**config.mk**
```make
export PLATFORM = sky130hd
export DESIGN_NAME = demux_1to8_collector_flat
export DESIGN_NICKNAME = d
export VERILOG_FILES = /design/src/rtl/demux_1to8_collector_if.sv /design/src/rtl/demux_1to8_collector.sv /design/src/flat_wrapper.sv
export SDC_FILE = /design/constraint.sdc
export NUM_CORES = 1
export LEC_CHECK = 0
export BUFFER_PORTS_ARGS = -buffer_cell sky130_fd_sc_hd__clkbuf_2
export CAP_MARGIN = 20
export CORE_ASPECT_RATIO = 1.25
export CORE_UTILIZATION = 41
export DETAILED_ROUTE_END_ITERATION = 16
export GPL_TIMING_DRIVEN = 0
export SLEW_MARGIN = 20
export SYNTH_ARGS = -nofsm -noshare
export SYNTH_HDL_FRONTEND = slang
export SYNTH_SLANG_ARGS = --single-unit
export TNS_END_PERCENT = 5
```
**constraint.sdc**
```tcl
create_clock -name clk -period 3.3 [get_ports clk]
set_clock_uncertainty 0.1 [all_clocks]
set_input_delay 0.165 -clock clk [delete_from_list [all_inputs] [get_ports clk]]
set_output_delay 0.165 -clock clk [all_outputs]
set_load 0.005 [all_outputs]
```
**src/rtl/demux_1to8_collector_if.sv**
```systemverilog
// Serial-in / parallel-out handshake bundle for the demux collector.
// The master modport is the collector itself; the slave modport is its environment.
interface demux_1to8_collector_if #(
   parameter int unsigned N     = 8,
   parameter int unsigned SEL_W = 3
);
   logic             in_bit;
   logic             in_valid;
   logic             in_ready;
   logic [SEL_W-1:0] sel_out;
   logic             flush;
   logic [N-1:0]     out_data;
   logic             out_valid;
   logic             out_ready;

   modport master (
      input  in_bit, in_valid, flush, out_ready,
      output in_ready, sel_out, out_data, out_valid
   );

   modport slave (
      output in_bit, in_valid, flush, out_ready,
      input  in_ready, sel_out, out_data, out_valid
   );
endinterface

```
**src/rtl/demux_1to8_collector.sv**
```systemverilog
// Collects N serial bits, slot-indexed by its own select output, and
// presents the reassembled word with a valid/ready handshake.
module demux_1to8_collector #(
   parameter int unsigned N     = 8,
   parameter int unsigned SEL_W = 3
) (
   input logic                    clk,
   input logic                    rst_n,
   demux_1to8_collector_if.master bus
);

   typedef enum logic {
      S_COLLECT,
      S_HOLD
   } state_t;

   state_t           r_state;
   state_t           w_state_nxt;
   logic [SEL_W-1:0] r_sel;
   logic [N-1:0]     r_shadow;
   logic [N-1:0]     r_data;

   logic             w_in_ready;
   logic             w_out_valid;
   logic             w_last;
   logic             w_in_xfer;
   logic             w_out_xfer;
   logic [N-1:0]     w_word;

   // flush in COLLECT swallows any simultaneous input transfer
   assign w_last     = (r_sel == SEL_W'(N - 1));
   assign w_in_xfer  = (r_state == S_COLLECT) && bus.in_valid && !bus.flush;
   assign w_out_xfer = (r_state == S_HOLD) && bus.out_ready;

   always_comb begin
      w_word        = r_shadow;
      w_word[N-1]   = bus.in_bit;
   end

   always_ff @(posedge clk) begin
      if (!rst_n) begin
         r_state <= S_COLLECT;
      end else begin
         r_state <= w_state_nxt;
      end
   end

   always_comb begin
      w_state_nxt = r_state;
      case (r_state)
         S_COLLECT: if (w_in_xfer && w_last) w_state_nxt = S_HOLD;
         S_HOLD:    if (bus.out_ready)       w_state_nxt = S_COLLECT;
         default:                            w_state_nxt = S_COLLECT;
      endcase
   end

   always_comb begin
      w_in_ready  = 1'b0;
      w_out_valid = 1'b0;
      case (r_state)
         S_COLLECT: w_in_ready  = 1'b1;
         S_HOLD:    w_out_valid = 1'b1;
         default:   w_in_ready  = 1'b0;
      endcase
   end

   always_ff @(posedge clk) begin
      if (!rst_n) begin
         r_sel    <= '0;
         r_shadow <= '0;
         r_data   <= '0;
      end else if (r_state == S_COLLECT) begin
         if (bus.flush) begin
            r_sel    <= '0;
            r_shadow <= '0;
         end else if (w_in_xfer) begin
            if (w_last) begin
               r_data <= w_word;
            end else begin
               r_shadow[r_sel] <= bus.in_bit;
               r_sel           <= r_sel + SEL_W'(1);
            end
         end
      end else if (w_out_xfer) begin
         r_sel    <= '0;
         r_shadow <= '0;
      end
   end

   assign bus.in_ready  = w_in_ready;
   assign bus.out_valid = w_out_valid;
   assign bus.sel_out   = r_sel;
   assign bus.out_data  = r_data;

endmodule

```
**src/flat_wrapper.sv**
```systemverilog
// flat-port wrapper written by rule: the top's interface ports become plain ports
module demux_1to8_collector_flat 
#(
   parameter int unsigned N     = 8,
   parameter int unsigned SEL_W = 3
)
  (clk, rst_n, bus_in_bit, bus_in_valid, bus_flush, bus_out_ready, bus_in_ready, bus_sel_out, bus_out_data, bus_out_valid);
  demux_1to8_collector_if #(.N(N), .SEL_W(SEL_W)) bus_i ();
  input logic clk;
  input logic rst_n;
  input wire logic [$bits(bus_i.in_bit)-1:0] bus_in_bit;
  input wire logic [$bits(bus_i.in_valid)-1:0] bus_in_valid;
  input wire logic [$bits(bus_i.flush)-1:0] bus_flush;
  input wire logic [$bits(bus_i.out_ready)-1:0] bus_out_ready;
  output wire logic [$bits(bus_i.in_ready)-1:0] bus_in_ready;
  output wire logic [$bits(bus_i.sel_out)-1:0] bus_sel_out;
  output wire logic [$bits(bus_i.out_data)-1:0] bus_out_data;
  output wire logic [$bits(bus_i.out_valid)-1:0] bus_out_valid;
  assign bus_i.in_bit = bus_in_bit;
  assign bus_i.in_valid = bus_in_valid;
  assign bus_i.flush = bus_flush;
  assign bus_i.out_ready = bus_out_ready;
  assign bus_in_ready = bus_i.in_ready;
  assign bus_sel_out = bus_i.sel_out;
  assign bus_out_data = bus_i.out_data;
  assign bus_out_valid = bus_i.out_valid;
  demux_1to8_collector #(.N(N), .SEL_W(SEL_W)) u_core (.clk(clk), .rst_n(rst_n), .bus(bus_i));
endmodule
```
# Word-level counts from Yosys, hierarchy flattened
# Index checks and enable logic that the tools add are counted.
[totals]
romBits = 0
mem_bits_rw = 0
inputBits = 6
latch_bits = 0
mem_count = 0
register_bits = 20
[classes]
magnitude_cmp = 2
mux = 18
shifts = 0
n_bitwise = 2
eq_ne = 3
mul = 0
n_div = 0
n_addsub = 1
reduce_logical = 9
[op_table]
columns = ["operator", "count"]
rows = [
  ["2-to-1 mux 8 bit", 5],
  ["2-to-1 mux 3 bit", 5],
  ["bitwise mux 8 bit", 1],
  ["logical AND 1 bit", 5],
  ["2-to-1 mux 1 bit", 5],
  ["< comparator 3 x 4 -> 1 bit (second input constant)", 1],
  ["AND reduction 4 bit", 1],
  ["adder 3 x 1 -> 3 bit (second input constant)", 1],
  ["demux 1 bit (select 3 bit)", 1],
  ["equality test 3 bit (second input constant)", 1],
  ["greater-or-equal comparator 3 x 1 -> 1 bit (second input constant)", 1],
  ["!= test 3 x 2 -> 1 bit (second input constant)", 1],
  ["AND reduction 3 bit", 1],
  ["nonzero test 3 bit", 1],
  ["!= test 2 bit (second input constant)", 1],
  ["NOT 1 bit", 2],
  ["case mux 1 bit (2 select lines)", 1],
  ["logical NOT 1 bit", 1],
]

# Depth between registers and ports, before layout
[depth]
depth_word = 9
depth_mapped = 6

# Least setup slack after synthesis
# OpenSTA, ideal clock, no wires.
[synth_path]
path_type = "flip-flop to flip-flop"
startpoint = "register u_core.r_sel[0] (netlist: u_core.bus.sel_out[0])"
endpoint = "register u_core.r_shadow[1]"
path_slack_ns = 1.675
stages_incl_launch_ff = 7
synth_period_minus_slack_ns = 1.625
t_arrival_ns = 1.450
required_ns = 3.125
setup_ns = 0.075
path_cell_list = "dfxtp_1 -> ha_1 -> ha_1 -> nor2b_4 -> nand3_1 -> or2_1 -> o22ai_1"
[synth_via]
elab_chain_len = 9
word_cells_on_any_way = 13
classes_between = "order compare: 2; eq/ne: 2; mux: 7; reduce/logical: 2"
[synth_rtl]
columns = ["element", "line", "text"]
rows = [
  ["start, declared", "demux_1to8_collector.sv:19", "logic [SEL_W-1:0] r_sel;"],
  ["start signal, assigned", "demux_1to8_collector.sv:81", "r_sel <= r_sel + SEL_W'(1);"],
  ["< comparator 3 x 4 -> 1 bit (implied by the code) or greater-or-equal comparator 3 x 1 -> 1 bit (tied branches)", "demux_1to8_collector.sv:80", "r_shadow[r_sel] <= bus.in_bit;"],
  ["logical AND 1 bit (implied by the code)", "demux_1to8_collector.sv:80", ""],
  ["2-to-1 mux 1 bit (implied by the code)", "demux_1to8_collector.sv:80", ""],
  ["demux 1 bit (select 3 bit)", "--", ""],
  ["bitwise mux 8 bit", "demux_1to8_collector.sv:80", ""],
  ["2-to-1 mux 8 bit", "demux_1to8_collector.sv:77", "if (w_last) begin"],
  ["2-to-1 mux 8 bit", "demux_1to8_collector.sv:76", "end else if (w_in_xfer) begin"],
  ["2-to-1 mux 8 bit", "demux_1to8_collector.sv:73", "if (bus.flush) begin"],
  ["2-to-1 mux 8 bit", "demux_1to8_collector.sv:72", "end else if (r_state == S_COLLECT) begin"],
  ["end signal, assigned by index", "demux_1to8_collector.sv:80", ""],
  ["end, declared", "demux_1to8_collector.sv:20", "logic [N-1:0] r_shadow;"],
]
# Parallel ways exist; a longest one is shown, timed or not. The select of a mux whose other input is x is not followed.
# A chain may end at the register's enable or synchronous reset.

# Worst setup path after layout
# Ends and elaborated chain as after synthesis.

==> implementation parameters <==
Parameter                              Value

Place
  Number of placed cells counting well taps ... 141
  Instance area after placement ... 948.4 µm²
  Setup slack at placement ... 1.475 ns
  Weighted congestion at the end of routability-driven global placement ... 0.8212
  Quantity of I/O buffers inserted on ports ... 18
  HPWL after detailed placement ... 1228 µm

Setup path
  Worst Path Arrival ... 1.99 ns
  Crit-path max FO ... 9
  Logic depth of the worst path, buffers included ... 6
  Largest stage delay on the critical path ... 0.41 ns
  Cell type group with the largest total delay on the critical path ... simple AND/OR/NAND/NOR gates
  Endpoint required time on the critical path ... 3.43 ns
  Worst setup path class ... reg -> reg
  Endpoint type of the worst setup path ... flop
  Critical path launch point ... u_core.bus.sel_out[0]
  Slowest CP cell ... dfxtp_1
  Destination of the critical timing path ... u_core.r_shadow[1]
  R2r worst-path depth ... 6
  Flop-to-flop setup slack ... 1.44 ns
  R2r startpoint ... u_core.bus.sel_out[0]
  Category of the worst setup path launch point ... flop
  Endpoint of the lowest-slack register-to-register path ... u_core.r_shadow[1]
  Buf+Inv Stages, Crit Path ... 0
  Chain of cells forming the critical path ... ha_1, ha_1, nor2b_4, nand3_1, or2_1, o22ai_1
  Cell seen most often among critical-path stages ... ha_1

Logic synthesis
  Commonest cells in the synthesized netlist ... nand2_1 (31), dfxtp_1 (19), a21oi_1 (18)
  Average cell area after synthesis ... roughly 8.0 µm²
  Library cells used by synthesis ... 23
  Post-synth top flop ... dfxtp_1
  Post-synth net total ... 112
  Post-synthesis cell count ... 104
  Count of flip-flops with a built-in enable after synthesis ... 0
  Leading cell types by total area after synthesis ... dfxtp_1 (46%), nand2_1 (14%), a21oi_1 (11%)
  Cell Area, Synth ... between 800 and 900 µm²
  Cell type with the highest aggregate area in the netlist ... dfxtp_1
  Register area share after synthesis ... 45.58%
  Most numerous cell in the Yosys netlist ... nand2_1
  Warnings from Yosys ... 0
  Portion of synthesized cell area occupied by the leading cell type ... around 46%
  Share of async-settable or async-resettable flops after synthesis ... 0%
  Flop and latch count out of synthesis ... 19

Cells and area
  Summed area of non-filler cells in the final layout ... 984.7 µm²
  NumNets Final ... 136
  Fillers ... 196
  Synthesis-to-layout area growth ... 17.99%
  Diodes inserted ... 0
  Share of final-layout standard cells stronger than drive strength 1 ... 20.47%
  Post-Route Utilization ... 53.83%
  Seq. cell area ... 380.4 µm²
  Area taken by multi-input logic gates ... 425.4 µm²
  Non-filler cells, final ... approximately 150

Timing
  Sum of negative setup slack ... 0 ns
  Post-route clock period utilization ... a little under three fifths
  Transition time at the pin with the least slew margin ... 0.4861 ns
  Final Hold Viols ... 0
  Headroom to the max-slew limit ... 67.59%
  Worst path setup slack after routing ... 1.442 ns
  Maximum frequency from static timing analysis ... between 500 and 600 MHz
  Final worst hold slack ... 0.04957 ns
  Final setup viols ... 0
  Slew Viols, Final ... 0
  Period minus WS final ... 1.858 ns
  Setup repair after global routing missed its margin ... false

Drt
  # DRC ... 0
  Starting DRC count in detailed routing ... 9
  WL/cell ... 12.06 µm
  Antenna Violating Nets Remaining ... 0
  Count of vias placed by the detailed router ... 776
  Via density per instance ... about 5.3
  WL final ... 1761 µm
  Drt pass-1 iters ... 4

GRT
  Total global routing track utilization ... 18.24%
  Initial antenna violation count ... 0
  Overall overflow remaining after global route ... 0
  Global-route wire length before repair ... between 2000 and 3000 µm
  Via count of the first global-routing pass ... 649
  Largest net degree at the start of global routing ... 11

Power and ir drop
  Pint ... between 0.2 and 0.3 mW
  NetSw ... 0.09566 mW
  Sequential fraction of design power ... 60.5%
  Part of the total power dissipated in the clock network ... 32.1%
  Largest voltage drop on the vdd net ... 0.2168 mV
  Power Total ... 0.3849 mW
  Standby leakage power ... 0.3794 nW
  Portion of total power attributed to combinational logic ... 7.5%
  Power per cell area ... 390.9 mW/mm²
  Sw Share ... 24.85%

Clock network
  Cts hold-fix bufs ... 1
  Worst-case clock buffer depth ... 2
  Insertion delay to the later sink of the worst-skew pair ... between 0.3 and 0.4 ns
  TritonCTS clock tree ... yes
  Total of cells resized after clock tree synthesis ... 0
  Number of levels the H-tree was split into ... 1
  Clock slew at the register clock pins of the worst setup and hold paths ... 0.10 ns
  Buffers inserted during post-CTS setup optimization ... 0
  Clock root buffer master ... clkbuf_4
  Total clock buffers created by CTS ... 3
  CTS sink count ... 19

Floorplanning
  I/O pin count ... 19
  Number of rows in the core area ... 17
  Core area ... 0.001829 mm²
  Horizontal die dimension ... 42.36 µm
  Starting Density ... 45.62%
  Die Footprint ... around 0.0022 mm²
  Die Span Y ... 52.44 µm

Run status
  Run status ... finished, final reports clean

Min path
  Class of the most critical hold timing path ... in -> reg

Flow run
  Max-capacitance violation count ... 0
[cell usage in the layout, fill, tap and decap left out, types with 2 or more instances in the layout]
cell type and instances:
nor2b_1 2, clkbuf_4 3, buf_2 2, clkbuf_2 18, dfxtp_1 19, a21oi_1 18
nand4_1 3, inv_1 2, nand2b_1 3, nand2_1 31, nand3b_1 2, o22ai_1 5
clkbuf_1 4, ha_1 2, nand3_1 2
[power groups by stage]
| stage | registers (mW) | clock network (mW) | logic, mW |
|---|---|---|---|
| final | 0.233 | 0.123 | 0.0288 |
| after global routing | 0.233 | 0.133 | 0.0326 |
| after CTS | 0.233 | 0.125 | 0.0290 |
| after detailed placement | 0.238 | 0 | 0.0277 |
| after global placement | 0.238 | 0 | 0.0275 |
| after floorplan | 0.237 | 0 | 0.0185 |
[how the worst min path moves through the flow]
stage,slack [ns],from,depth (start not counted),to
finish,0.05,rst_n,3,u_core.bus.out_data[5]
global route,0.05,rst_n,3,u_core.bus.out_data[5]
CTS,0.05,rst_n,3,u_core.bus.out_data[6]
detailed placement,0.33,bus_in_bit,3,u_core.bus.out_data[7]
global placement,0.32,bus_in_bit,3,u_core.bus.out_data[7]
floorplan,0.20,bus_in_bit,2,u_core.bus.out_data[7]
[flip-flops by register name (all words and copies together) (netlist names)]
| register | flops |
|---|---|
| u_core.r_state | 1 |
| u_core.bus.out_data | 8 |
| u_core.r_shadow | 7 |
| u_core.bus.sel_out | 3 |
[worst register-to-register path: cells and delay by family (launching register included)]
family | cells | cell delay [ns]
simple gates | 3 | 0.62
fa+ha+maj | 2 | 0.47
flops | 1 | 0.41
compound gates | 1 | 0.19
[cell type report]
class / instances / share of cell area (%)
plain buffers: 5 / 2.160
clock buffers: 4 / 2.668
inverters: 2 / 0.7624
multi-input cells: 78 / 43.20
flip-flops and latches: 19 / 38.63
well taps: 19 / 2.414
repair buffers: 19 / 10.17
[layer usage]
| layer | wire, µm | vias up | track usage [%] |
|---|---|---|---|
| met4 | 40 | 0 | 10.94 |
| met3 | 64 | 5 | 3.103 |
| met1 | 832 | 342 | 22.81 |
| li1 | - | 406 | - |
| met2 | 823 | 23 | 29.23 |
| met5 | 0 | - | 0 |
[cells by family after synthesis]
group	share of synthesized area, %
adder cells (fa/ha/maj)	2.998
buffers and inverters	3.449
AND/OR/NAND/NOR	27.29
flip-flops	45.58
AO/OA/AOI/OAI	20.69
Note: power is estimated with default switching activity, not from simulation.
